$ cat src/rtl/elastic_pipe_chain.sv
// Elastic valid/ready register chain with per-slot flush and occupancy.
// Define PIPE_PERF_CNT_EN to build the stall/bubble perf counters.
module elastic_pipe_chain #(
    parameter int WIDTH = 64,
    parameter int STAGES = 4,
    localparam int OCC_W = $clog2(STAGES + 1)
) (
    input  logic              clk,
    input  logic              reset,
    input  logic              in_valid,
    output logic              in_ready,
    input  logic [WIDTH-1:0]  in_data,
    input  logic [STAGES-1:0] flush,
    output logic              out_valid,
    input  logic              out_ready,
    output logic [WIDTH-1:0]  out_data,
    output logic [OCC_W-1:0]  occupancy,
    output logic [31:0]       stall_cycles,
    output logic [31:0]       bubble_cycles
);

    logic [STAGES-1:0]            valid_q;
    logic [STAGES-1:0]            live;
    logic [STAGES-1:0]            rdy;
    logic [STAGES-1:0]            src_live;
    logic [STAGES-1:0][WIDTH-1:0] data_q;
    logic [STAGES-1:0][WIDTH-1:0] src_data;

    assign live = valid_q & ~flush;

    always_comb begin
        src_live    = '0;
        src_data    = '0;
        src_live[0] = in_valid;
        src_data[0] = in_data;
        for (int i = 1; i < STAGES; i++) begin
            src_live[i] = live[i-1];
            src_data[i] = data_q[i-1];
        end
    end

    // A slot is ready unless it and every slot downstream are live and stalled.
    always_comb begin
        logic all_live;
        all_live = 1'b1;
        rdy      = '0;
        for (int i = STAGES - 1; i >= 0; i--) begin
            all_live = all_live & live[i];
            rdy[i]   = ~all_live | out_ready;
        end
    end

    always_ff @(posedge clk or posedge reset) begin
        if (reset) begin
            valid_q <= '0;
            data_q  <= '0;
        end else begin
            for (int i = 0; i < STAGES; i++) begin
                if (rdy[i]) begin
                    valid_q[i] <= src_live[i];
                    if (src_live[i]) begin
                        data_q[i] <= src_data[i];
                    end
                end
            end
        end
    end

    assign in_ready  = rdy[0];
    assign out_valid = live[STAGES-1];
    assign out_data  = data_q[STAGES-1];

    always_comb begin
        occupancy = '0;
        for (int i = 0; i < STAGES; i++) begin
            occupancy = occupancy + OCC_W'(valid_q[i]);
        end
    end

`ifdef PIPE_PERF_CNT_EN
    logic [31:0] stall_q;
    logic [31:0] bubble_q;

    always_ff @(posedge clk or posedge reset) begin
        if (reset) begin
            stall_q  <= '0;
            bubble_q <= '0;
        end else begin
            if (out_valid && !out_ready && stall_q != 32'hFFFF_FFFF) begin
                stall_q <= stall_q + 32'd1;
            end
            if (!out_valid && bubble_q != 32'hFFFF_FFFF) begin
                bubble_q <= bubble_q + 32'd1;
            end
        end
    end

    assign stall_cycles  = stall_q;
    assign bubble_cycles = bubble_q;
`else
    assign stall_cycles  = 32'd0;
    assign bubble_cycles = 32'd0;
`endif

endmodule

$ cat config.mk
export PLATFORM = sky130hd
export DESIGN_NAME = elastic_pipe_chain
export DESIGN_NICKNAME = d
export VERILOG_FILES = /design/src/rtl/elastic_pipe_chain.sv
export SDC_FILE = /design/constraint.sdc
export NUM_CORES = 1
export LEC_CHECK = 0
export BUFFER_PORTS_ARGS = -buffer_cell sky130_fd_sc_hd__buf_2
export CORE_MARGIN = 3
export CORE_UTILIZATION = 35
export CTS_CLUSTER_DIAMETER = 40
export DETAILED_ROUTE_END_ITERATION = 16
export GPL_TIMING_DRIVEN = 0
export PLACE_DENSITY_LB_ADDON = 0.25
export SYNTH_ARGS = -nofsm -noshare
export SYNTH_HDL_FRONTEND = slang
export SYNTH_SLANG_ARGS = --single-unit
export TNS_END_PERCENT = 50
$ cat constraint.sdc
create_clock -name clk -period 8.45 [get_ports clk]
set_input_delay 0.4225 -clock clk [delete_from_list [all_inputs] [get_ports clk]]
set_output_delay 0.4225 -clock clk [all_outputs]
set_load 0.03 [all_outputs]
==> flow_summary_export.csv <==
group,metric,value,unit
status,run_status,"finished, final reports clean",
min_path,hold_path_class,"in2reg",
timing,slew_headroom,0.399,
setup_path,crit_path_end_kind,"primary output",
synthesis,synth-seq-area-share,0.603,
timing,tightest_slew,0.901,ns
timing,hold_ws,0.131,ns
global_routing,overflow,0,
synthesis,avgSynthCellArea,15.5,µm²
die,dieArea,33000,µm²
synthesis,synthXorXnorAreaFrac,0,
setup_path,crit_arrival,2.11,ns
layout,layout-drive-gt1-share,0.635,
timing,finalCriticalPeriod,2.53,ns
global_routing,track_usage,0.122,
setup_path,cp.buffers_inverters,3,
placement,dp_hpwl,13.1,mm
global_routing,grt_pass1_vias,6148,
setup_path,critical_path_class,"reg2out",
setup_path,timing.rr.start,"valid_q[3]",
synthesis,synth_compound_area_frac,0.00383,
pwr,irDropWorstVdd,0.144,mV
min_path,min_to,"data_q[15]",
layout,final_util,0.456,
min_path,holdPathStages,2,
setup_path,crit_required,8.03,ns
timing,fmax,0.395,GHz
synthesis,synthAdderAreaFrac,0.00417,
detailed_routing,routed_wl,20.0,mm
detailed_routing,drt_iter0_markers,201,
clocking,clock_sinks,260,
synthesis,synthTopCellsByArea,"dfrtp_1 60%, mux2_2 24%, buf_4 8.9%, mux2_4 2.8%, buf_2 0.93%",
setup_path,ff2ff_setup_slack,6.05,ns
synthesis,ys_ff_latch,260,
layout,fin_nets,1022,
die,chipHeight,182,µm
setup_path,r2r_end,"data_q[42]",
setup_path,crit_chain,"inv_1, fa_1, inv_1, ha_1, ha_1, buf_2",
global_routing,antenna_found_initial,3,
pwr,leakage,6.58,nW
clocking,clockRootBuffer,"clkbuf_16",
die,pin_count,205,
detailed_routing,ant_nets,0,
clocking,numCtsBuffers,41,
placement,place.port_buffers,140,
layout,antenna_cells,0,
setup_path,slowest_delay,0.51,ns
min_path,hold_start,"in_data[15]",
setup_path,cp-start-kind,"flip-flop",
detailed_routing,dr.pass1.iters,4,
setup_path,crit_slowest_cell,"fa_1",
global_routing,grt_max_degree,129,
pwr,power_density,333,nW/µm²
die,die_x,182,µm
die,coreArea,30000,µm²
synthesis,synthMuxAreaShare,0.274,
timing,finalCritPeriodShare,0.300,
timing,clock_skew,0.0153,ns
timing,rsz0062_at_grt,"no",
layout,layout_common_cells,"260 x dfrtp_1, 231 x mux2_2, 160 x buf_2, 128 x buf_4, 64 x conb_1",
detailed_routing,vias_per_cell,4.24,
synthesis,synth_top_cell_area_share,0.603,
detailed_routing,routedWlPerCell,14.6,µm
global_routing,grt_pass1_wl,32.8,mm
die,initial_utilization,0.359,
clocking,insertion_delay,0.51,ns
synthesis,syn_area,10800,µm²
setup_path,r2r_cells,5,
clocking,clk_pin_slew,0.06,ns
setup_path,critPathTopFamily,"adder cells",
layout,area_delta_synth_final,26.9,%
layout,final_common_cell,"dfrtp_1",
clocking,htree_levels,2,
run,drv_cap,0,
die,fp-row-count,63,
synthesis,ys_types,26,
synthesis,ys_warn_count,0,
synthesis,syn_inst,698,
clocking,clk_path_buf_depth,3,
synthesis,yosysTopAreaCell,"dfrtp_1",
timing,final_max_slew_viol_count,0,
detailed_routing,vias,5796,
setup_path,cp_max_fo,3,
synthesis,synth-simple-area-share,0.00777,
placement,place_congestion,0.686,
timing,finalHoldViolCount,0,
clocking,cts_tree,"built",
detailed_routing,drc_errors,0,
synthesis,synth_top_family_by_area,"multiplexers",
timing,setup_viol,0,
per-stage QoR:
| step | cells | power (mW) | area, µm² | setup slack (ns) | setup TNS (ns) |
|---|---|---|---|---|---|
| floorplan | 761 | 2.63 | 11000 | 0.872 | 0 |
| CTS | 1368 | 4.64 | 13700 | 5.88 | 0 |
| detailed placement | 1293 | 2.90 | 12300 | 5.72 | 0 |
| global route | 1368 | 4.81 | 13700 | 5.79 | 0 |
| finish | 1368 | 4.55 | 13700 | 5.92 | 0 |
| global placement | 1291 | 2.88 | 12200 | -2.27 | -584.23 |
routing by layer:
layer | track usage | share of wire
met5 | 0 | 0.0017
met4 | 0.0387 | 0.024
met3 | 0.0391 | 0.073
met2 | 0.189 | 0.45
met1 | 0.164 | 0.45
logic make-up after synthesis:
family	after synthesis
multiplexers	256
adder cells (fa/ha/maj)	3
buffers and inverters	161
AO/OA/AOI/OAI	4
AND/OR/NAND/NOR	13
flip-flops	260
other	1
report_power, final:
group / total [mW] / switching, mW / internal (mW)
clock network: 1.69 / 0.612 / 1.08
registers: 1.74 / 0.161 / 1.58
logic: 1.12 / 0.567 / 0.557
area by class of cell:
class	count	area (µm²)
clock inverter	27	335
buffer	155	1130
multi-input combinational	340	3370
fill	2679	16300
inverter	6	30.0
sequential	260	6510
clock buffer	47	1070
timing repair buffer	143	766
tap	390	488
synthesized netlist by cell type:
cell type	number
dfrtp_1	260
mux2_2	231
buf_4	128
buf_2	20
mux2_4	20
buf_6	6
inv_1	6
mux2_1	5
nand2b_1	3
ha_1	2
nand2_1	2
a21oi_1	1
and2_1	1
clkbuf_1	1
conb_1	1
fa_1	1
nand4bb_1	1
nor2_1	1
nor2b_1	1
nor3b_1	1
o21ai_0	1
o21ba_2	1
o31ai_4	1
or2b_1	1
or3_1	1
or3b_1	1
flip-flops by register name (all words and copies together), names as in the netlist:
name      count
valid_q       4
data_q      192
out_data     64
worst max-delay path by stage:
| stage | from | to | cells past startpoint |
|---|---|---|---|
| floorplan | reset | data_q[0] | 1 |
| global placement | reset | out_data[5] | 2 |
| global route | valid_q[1] | occupancy[1] | 6 |
| detailed placement | flush[3] | data_q[44] | 6 |
| CTS | valid_q[3] | data_q[40] | 5 |
| finish | valid_q[1] | occupancy[1] | 6 |
repair_timing:
| action | CTS | global route |
|---|---|---|
| setup buffers | 0 | 0 |
| hold buffers | 1 | 0 |
| setup endpoints to repair | 0 | 0 |
| gates resized for setup | 0 | 0 |
| endpoints found under the hold margin | 12 | 0 |
Note: power is estimated with default switching activity, not from simulation.
